### src/rtl/noc_pkg.sv
// Shared NoC definitions: flit type encoding, default widths and
// small helpers used by the router output stage.
package noc_pkg;

  localparam int FLIT_W  = 37;
  localparam int N_PORTS = 5;

  typedef enum logic [1:0] {
    FT_HEAD      = 2'b00,
    FT_BODY      = 2'b01,
    FT_TAIL      = 2'b10,
    FT_HEAD_TAIL = 2'b11
  } flit_type_e;

  typedef enum logic {
    S_IDLE   = 1'b0,
    S_LOCKED = 1'b1
  } alloc_state_e;

  // Type field lives in the two MSBs of every flit.
  function automatic flit_type_e flit_type(input logic [FLIT_W-1:0] flit);
    return flit_type_e'(flit[FLIT_W-1 -: 2]);
  endfunction

  function automatic logic is_head(input flit_type_e t);
    return (t == FT_HEAD) || (t == FT_HEAD_TAIL);
  endfunction

  function automatic logic is_tail(input flit_type_e t);
    return (t == FT_TAIL) || (t == FT_HEAD_TAIL);
  endfunction

endpackage

### src/rtl/rr_arbiter.sv
// Combinational round-robin arbiter: first request found scanning
// from ptr upward (mod N). Pointer ownership stays with the caller.
module rr_arbiter #(
  parameter int N = 5,
  localparam int IW = (N > 1) ? $clog2(N) : 1
) (
  input  logic [N-1:0]  req,
  input  logic [IW-1:0] ptr,
  output logic [N-1:0]  gnt,
  output logic [IW-1:0] idx
);

  int  j;
  logic found;

  always_comb begin
    gnt   = '0;
    idx   = '0;
    found = 1'b0;
    j     = 0;
    for (int k = 0; k < N; k++) begin
      j = int'(ptr) + k;
      if (j >= N) j = j - N;
      if (!found && req[j]) begin
        found  = 1'b1;
        gnt[j] = 1'b1;
        idx    = IW'(j);
      end
    end
  end

endmodule

### src/rtl/output_port_allocator.sv
// Wormhole output-port allocator: round-robin grant on head flits, the
// owner holds the output link until its tail (or a forced release).
module output_port_allocator #(
  parameter int N_IN          = 5,
  parameter int FLIT_W        = 37,
  parameter int MAX_PKT_FLITS = 16
) (
  input  logic                     clk,
  input  logic                     arst,
  input  logic [N_IN-1:0]          req_i,
  input  logic [N_IN*FLIT_W-1:0]   flit_i,
  input  logic [N_IN-1:0]          valid_i,
  output logic [N_IN-1:0]          ready_o,
  output logic [FLIT_W-1:0]        out_flit_o,
  output logic                     out_valid_o,
  input  logic                     out_ready_i,
  output logic [N_IN-1:0]          grant_o,
  output logic                     proto_err_o
);
  import noc_pkg::*;

  localparam int IW    = (N_IN > 1) ? $clog2(N_IN) : 1;
  localparam int CNT_W = $clog2(MAX_PKT_FLITS + 1);

  alloc_state_e     state_q, state_d;
  logic [N_IN-1:0]  grant_q;
  logic [IW-1:0]    owner_q, rr_ptr_q;
  logic [CNT_W-1:0] flit_cnt_q;
  logic             err_q;

  flit_type_e       in_type [N_IN];
  logic [N_IN-1:0]  cand, stray;
  logic [N_IN-1:0]  arb_gnt;
  logic [IW-1:0]    arb_idx;

  logic [FLIT_W-1:0] sel_flit;
  flit_type_e        sel_type;
  logic              locked, xfer, rel_tail, rel_force, head_err, release_pkt, err_d;

  // Heads may compete; body/tail without a lock are strays.
  for (genvar i = 0; i < N_IN; i++) begin : g_in
    assign in_type[i] = flit_type_e'(flit_i[i*FLIT_W + FLIT_W - 2 +: 2]);
    assign cand[i]    = req_i[i] & valid_i[i] & is_head(in_type[i]);
    assign stray[i]   = req_i[i] & valid_i[i] & ~is_head(in_type[i]);
  end

  rr_arbiter #(.N(N_IN)) u_arb (
    .req (cand),
    .ptr (rr_ptr_q),
    .gnt (arb_gnt),
    .idx (arb_idx)
  );

  assign locked      = (state_q == S_LOCKED);
  assign sel_flit    = flit_i[owner_q*FLIT_W +: FLIT_W];
  assign sel_type    = flit_type_e'(sel_flit[FLIT_W-1 -: 2]);
  assign xfer        = locked & valid_i[owner_q] & out_ready_i;
  assign rel_tail    = xfer & is_tail(sel_type);
  assign rel_force   = xfer & ~is_tail(sel_type) & (flit_cnt_q >= CNT_W'(MAX_PKT_FLITS - 1));
  assign head_err    = xfer & (sel_type == FT_HEAD) & (flit_cnt_q != '0);
  assign release_pkt = rel_tail | rel_force;
  assign err_d       = locked ? (rel_force | head_err) : (~(|cand) & (|stray));

  always_ff @(posedge clk) begin
    if (arst) state_q <= S_IDLE;
    else      state_q <= state_d;
  end

  always_comb begin
    state_d = state_q;
    case (state_q)
      S_IDLE:   if (|cand)      state_d = S_LOCKED;
      S_LOCKED: if (release_pkt) state_d = S_IDLE;
      default:                  state_d = S_IDLE;
    endcase
  end

  // grant_q is zero whenever idle, so it gates the demux and valid mux.
  always_comb begin
    grant_o     = grant_q;
    ready_o     = grant_q & {N_IN{out_ready_i}};
    out_valid_o = |(grant_q & valid_i);
    out_flit_o  = locked ? sel_flit : '0;
    proto_err_o = err_q;
  end

  always_ff @(posedge clk) begin
    if (arst) begin
      grant_q    <= '0;
      owner_q    <= '0;
      rr_ptr_q   <= '0;
      flit_cnt_q <= '0;
      err_q      <= 1'b0;
    end else begin
      err_q <= err_d;
      if (!locked && (|cand)) begin
        grant_q    <= arb_gnt;
        owner_q    <= arb_idx;
        flit_cnt_q <= '0;
      end else begin
        if (xfer && flit_cnt_q != CNT_W'(MAX_PKT_FLITS))
          flit_cnt_q <= flit_cnt_q + 1'b1;
        if (release_pkt) begin
          grant_q  <= '0;
          rr_ptr_q <= (owner_q == IW'(N_IN - 1)) ? '0 : owner_q + 1'b1;
        end
      end
    end
  end

endmodule

### config.mk
export PLATFORM = sky130hd
export DESIGN_NAME = output_port_allocator
export DESIGN_NICKNAME = d
export VERILOG_FILES = /design/src/rtl/noc_pkg.sv /design/src/rtl/rr_arbiter.sv /design/src/rtl/output_port_allocator.sv
export SDC_FILE = /design/constraint.sdc
export NUM_CORES = 1
export LEC_CHECK = 0
export ABC_CLOCK_PERIOD_IN_PS = 4720
export CAP_MARGIN = 40
export CORE_MARGIN = 3
export CORE_UTILIZATION = 30
export CTS_BUF_LIST = sky130_fd_sc_hd__clkbuf_8
export DETAILED_ROUTE_END_ITERATION = 12
export DONT_BUFFER_PORTS = 1
export PLACE_DENSITY = 0.54
export SLEW_MARGIN = 15
export SYNTH_ARGS = -nofsm -noshare
export SYNTH_HDL_FRONTEND = slang
export SYNTH_SLANG_ARGS = --single-unit
### constraint.sdc
create_clock -name clk -period 4.72 [get_ports clk]
set_input_delay 1.18 -clock clk [delete_from_list [all_inputs] [get_ports clk]]
set_output_delay 1.18 -clock clk [all_outputs]
set_load 0.05 [all_outputs]
# ---- Word level (Yosys, flattened, before mapping)
# Cells that the tools add are included.
dict set report classes {
  eq_ne 9
  n_shift 1
  n_mul 1
  magnitude_cmp 17
  n_bitwise 40
  n_reduce_logical 35
  muxes 54
  add_sub_neg 11
}
# op n
set op_table {}
lappend op_table {{$shiftx 185x10->37} 1}
lappend op_table {{$ge 32x1->1 const B} 5}
lappend op_table {{$lt 32x5->1 const B} 5}
lappend op_table {{$mux 32} 5}
lappend op_table {{$ge 32x4->1 const B} 4}
lappend op_table {{$sub 32x4->32 const B} 4}
lappend op_table {{$mux 37} 1}
lappend op_table {{$mux 5} 7}
lappend op_table {{$and 1x1->1} 23}
lappend op_table {{$mux 1} 23}
lappend op_table {{$or 5x5->5} 4}
lappend op_table {{$bmux 1 s3} 6}
lappend op_table {{$mux 3} 6}
lappend op_table {{$demux 1 s3} 5}
lappend op_table {{$reduce_or 5->1} 3}
lappend op_table {{$eq 2x2->1 const B} 7}
lappend op_table {{$logic_not 2->1} 6}
lappend op_table {{$logic_and 1x1->1} 11}
lappend op_table {{$and 5x5->5} 2}
lappend op_table {{$mul 3x6->9 const B} 1}
lappend op_table {{$not 1->1} 9}
lappend op_table {{$add 3x2->4 const B} 2}
lappend op_table {{$logic_or 1x1->1} 6}
lappend op_table {{$add 5x1->5 const B} 1}
lappend op_table {{16 further kinds} 21}
dict set report word_totals {
  output_inout_bits 49
  word_cells 174
  inputBits 198
  reg_bits 18
}

# ---- Longest topological paths before layout
dict set report depth {
  word_depth 20
  mapped_depth 14
}

# ---- Cells and area by module
# Synthesis repeated with hierarchy kept, for this count alone.
dict set report hier_totals {
  hier_cells 526
  hier_area_um2 4306.6
}
# mod instances seq_area_each_um2 area_per_inst_um2 cells_each
set by_module_without_submodules {}
lappend by_module_without_submodules {output_port_allocator 1 360.3 2576.2 270}
lappend by_module_without_submodules {rr_arbiter 1 0.0 1730.4 256}

# ---- Worst setup path before layout
# No wires, ideal clock.
dict set report synth_path {
  kind {register -> output}
  start {register owner_q[0]}
  end {output port out_flit_o[10]}
  setup_slack_ps 890
  stages_incl_launch_ff 7
  t_required_ps 3540
  arrival_time_ps 2650
  path_buffers 3
  path_cell_list {dfxtp_1 clkbuf_1 buf_1 buf_1 mux4_2 a22oi_1 nor2_1}
}
dict set report synth_between {
  elab_chain_cells 3
}
# element line
set synth_rtl {}
lappend synth_rtl {{from (decl)} output_port_allocator.sv:27} ;# logic [IW-1:0] owner_q, rr_ptr_q;
lappend synth_rtl {{from (signal assigned)} output_port_allocator.sv:98} ;# owner_q <= arb_idx;
lappend synth_rtl {{$mul 3x6->9} output_port_allocator.sv:55} ;# assign sel_flit = flit_i[owner_q*FLIT_W +: FLIT_W];
lappend synth_rtl {{$shiftx 185x10->37} output_port_allocator.sv:55}
lappend synth_rtl {{$mux 37} output_port_allocator.sv:83} ;# out_flit_o = locked ? sel_flit : '0;
lappend synth_rtl {{to (decl)} output_port_allocator.sv:14} ;# output logic [FLIT_W-1:0] out_flit_o,
# Every way passes these cells.

# ---- Worst setup path after layout
dict set report layout_path {
  start {register rr_ptr_q[1]}
  end {register grant_q[1] (netlist: grant_o[1])}
}
dict set report layout_between {
  elab_chain_cells 19
  elab_cells_between_ends 81
  classes_between {add/sub: 9; order compare: 15; mux: 40; bitwise: 4; reduce/logical: 13}
}
# element line
set layout_rtl {}
lappend layout_rtl {{from (decl)} output_port_allocator.sv:27}
lappend layout_rtl {{from (signal assigned)} output_port_allocator.sv:105} ;# rr_ptr_q <= (owner_q == IW'(N_IN - 1)) ? '0 : owner_q + 1'b1;
lappend layout_rtl {{parallel branches: the longest is 17 deep, another holds $sub 32x4->32} -}
lappend layout_rtl {{$mux 5 *} rr_arbiter.sv:24} ;# if (!found && req[j]) begin
lappend layout_rtl {{$mux 5 *} output_port_allocator.sv:96} ;# if (!locked && (|cand)) begin
lappend layout_rtl {{to (signal assigned)} output_port_allocator.sv:97} ;# grant_q <= arb_gnt;
lappend layout_rtl {{to (decl)} output_port_allocator.sv:26} ;# logic [N_IN-1:0] grant_q;
# Every way passes the cells marked *. The select of a mux whose other input is x is not followed.
# A chain may end at the register's enable or synchronous reset.

==> run metrics <==
crit path kind reg -> reg; Mean Syn Cell Area 8.23 um2; routability cong. 0.990; yosys warns 0; Starting Density 30.9%; Final min period 4060 ps; top_reg_cell synth dfxtp_1; most frequent CP cell inv_1; CTS buffer count 3; Seq pwr share 16.5%; Worst VDD drop 0.0865 mV; # rows 41; CTS tree yes; IO Count 247; Die X 120 um; Clk pwr share 10.6%; Post-synth top cells nor2_1 (67), a22oi_1 (42), mux4_2 (39); Max Clk Rate 0.246 GHz; Max Cap Viol 0; Psw 686 uW; Compound-Gate Fraction of Synth Area 26.0%; clock root cell clkbuf_8; sw frac 53.8%; asr flop ratio synth 0%; Placed Area 4380 um2; status finished, final reports clean; slowest stage cell on the critical path ha_1; combinational share of power 72.9%; largest family of logic cells by synthesized area compound AO/OA/AOI/OAI gates; Synth cell types 67; Internal 590 uW; IO Port Bufs 0; total gr overflow 0; clk slew on worst S/H paths 80 ps; final setup fails 0; Post-CTS Setup Inserts 0; Tcrit/Tclk final 86.0%; Hold Crit Class reg -> reg; GRT Total Usage 23.6%; Synth Area in Adders 8.51%; RSZ-0062 raised after global routing false; PnR Total Power 1280 uW; max-slew violations 0; core box area 12,700 um2; post-synthesis cell area 3910 um2; number of global-route vias before repair 4,054; hold-fix buffers at CTS 0; Clock Skew 8.22 ps; Post-Synth XOR/XNOR Area 3.58%; die footprint 14,400 um2; initial antenna violation count 6; Post-CTS Resized 0; CTS max path bufs 2; critical-path cell list inv_1 > ha_1 > inv_1 > mux2i_2 > mux2_4 > a221o_1 > a221oi_4 > nor3b_4 > nand4_1 > a311oi_2; sequential fraction of the synthesis area 9.22%; simple-gate area share of the yosys netlist 22.3%; Yosys reg bits 18; Die Y 120 um; mux contribution to synthesized area 25.5%; via count 4,234; Crit path max-delay family compound AO/OA/AOI/OAI gates; Final nets 722; CP max stage delay 580 ps; critical path peak fanout 12; most frequent cell after synthesis nor2_1; final cell area excluding filler cells 4460 um2; leakage power 0.00164 uW; drt pass-1 iters 5; Fin Setup TNS 0 ps; worst endpoint data arrival time 4240 ps; Clock Latency Late Sink 260 ps; Setup crit end kind register; Worst Path Required 4900 ps; drt total wl 18.1 mm; DP HPWL 15.3 mm; PD cells 286 nW/um2; Slew headroom 41.1%; fin worst setup slack 659 ps; Routed WL per cell 26.8 um; Yosys top cell by area mux4_2; largest net degree at the start of global routing 38; final-report hold violation count 0; Initial DRC Count 468; # clock sinks 18; Post-synth EDFFs 0; share of cells above drive strength 1 21.7%; slew of the pin with the lowest slew margin 880 ps; vias per cell 6.26; CP Launch Type register; Buffers & Inverters on Critical Path 2; pre-CTS WS 712 ps; fin util 35.2%; area grow syn2layout 14.2%; first-pass GRT wire length 26.2 mm; Synth Instances 475; syn_nets 699; Residual DRC 0; post-route antenna net violation count 0; dominant cells by area after synthesis mux4_2 (22%), dfxtp_1 (9.2%), a22oi_1 (8.1%), ha_1 (8.0%), nor2_1 (6.4%); H-tree levels 1; share of the synthesized area in the top cell type 22.5%
==> through the flow <==
| stage | std cells | hold WS, ps |
|---|---|---|
| after detailed placement | 664 | 537 |
| after global placement | 656 | 500 |
| after CTS | 668 | 548 |
| final | 676 | 550 |
| after global routing | 675 | 582 |
| after floorplan | 475 | 486 |
==> path summary, 6_finish.rpt <==
check | startpoint | end | slack (ps) | depth (start not counted)
setup / recovery | rr_ptr_q[1]$_SDFFE_PP0P_ | grant_o[1]$_SDFFE_PP0P_ | 660 | 10
hold reg to reg | flit_cnt_q[4]$_SDFFE_PP0P_ | flit_cnt_q[4]$_SDFFE_PP0P_ | 550 | 2
hold / removal | flit_cnt_q[4]$_SDFFE_PP0P_ | flit_cnt_q[4]$_SDFFE_PP0P_ | 550 | 2
setup reg to reg | rr_ptr_q[1]$_SDFFE_PP0P_ | grant_o[1]$_SDFFE_PP0P_ | 660 | 10
==> state kept, by name, indices dropped and copies added, names as in the netlist <==
signal and flops:
flit_cnt_q 5, grant_o 5, locked 1, owner_q 3
proto_err_o 1, rr_ptr_q 3
==> cells in the final DEF (no fill, tap or decap), types with 3 or more instances in the layout <==
cell type	n
a211oi_1	8
a21o_1	4
a21oi_1	20
a22oi_1	42
a31o_2	3
a31oi_1	4
a32oi_1	4
and2_1	10
and3_1	4
buf_4	45
clkbuf_8	4
dfxtp_1	16
diode_2	7
ha_1	25
inv_1	19
mux2i_1	9
mux4_2	39
nand2_1	33
nand2b_1	7
nand3_1	11
nand4_1	10
nor2_1	67
nor2b_1	6
nor3_1	11
nor4_1	7
o21ai_0	12
o22ai_1	4
o31ai_1	3
or3_1	4
xnor2_1	8
xor2_1	8
==> per-layer routing <==
metal	vias up	part of all wire, %	track usage (%)
met5	-	0	0
met2	231	48	38.4
met3	35	8.6	5.23
met1	2070	41	30.7
met4	0	2.7	8.45
li1	1898	-	-
==> cell type report <==
class / instances / area, um2
fillers: 1336 / 8210
multi-input cells: 408 / 3370
repair buffers: 47 / 373
flip-flops and latches: 18 / 363
well taps: 172 / 215
inverters: 20 / 75.1
clock buffers: 4 / 55.1
diodes: 7 / 17.5
==> cells by family after synthesis <==
group	after synthesis
AND/OR/NAND/NOR	180
multiplexers	50
buffers and inverters	49
flip-flops	18
AO/OA/AOI/OAI	136
XOR/XNOR	16
adder cells (fa/ha/maj)	26
==> tightest hold or removal path, cell delays in order (launching register included) <==
cell	delay [ps]
dfxtp_1	330
inv_1	80
a221oi_1	80
==> power groups by stage <==
stage               Clock (uW)  Combinational (uW)  Sequential (uW)
CTS                        137                 920              211
global route               143                 990              214
global placement             0                 878              229
finish                     135                 930              210
floorplan                    0                 713              196
detailed placement           0                 917              214
(Power assumes the default switching activity.)
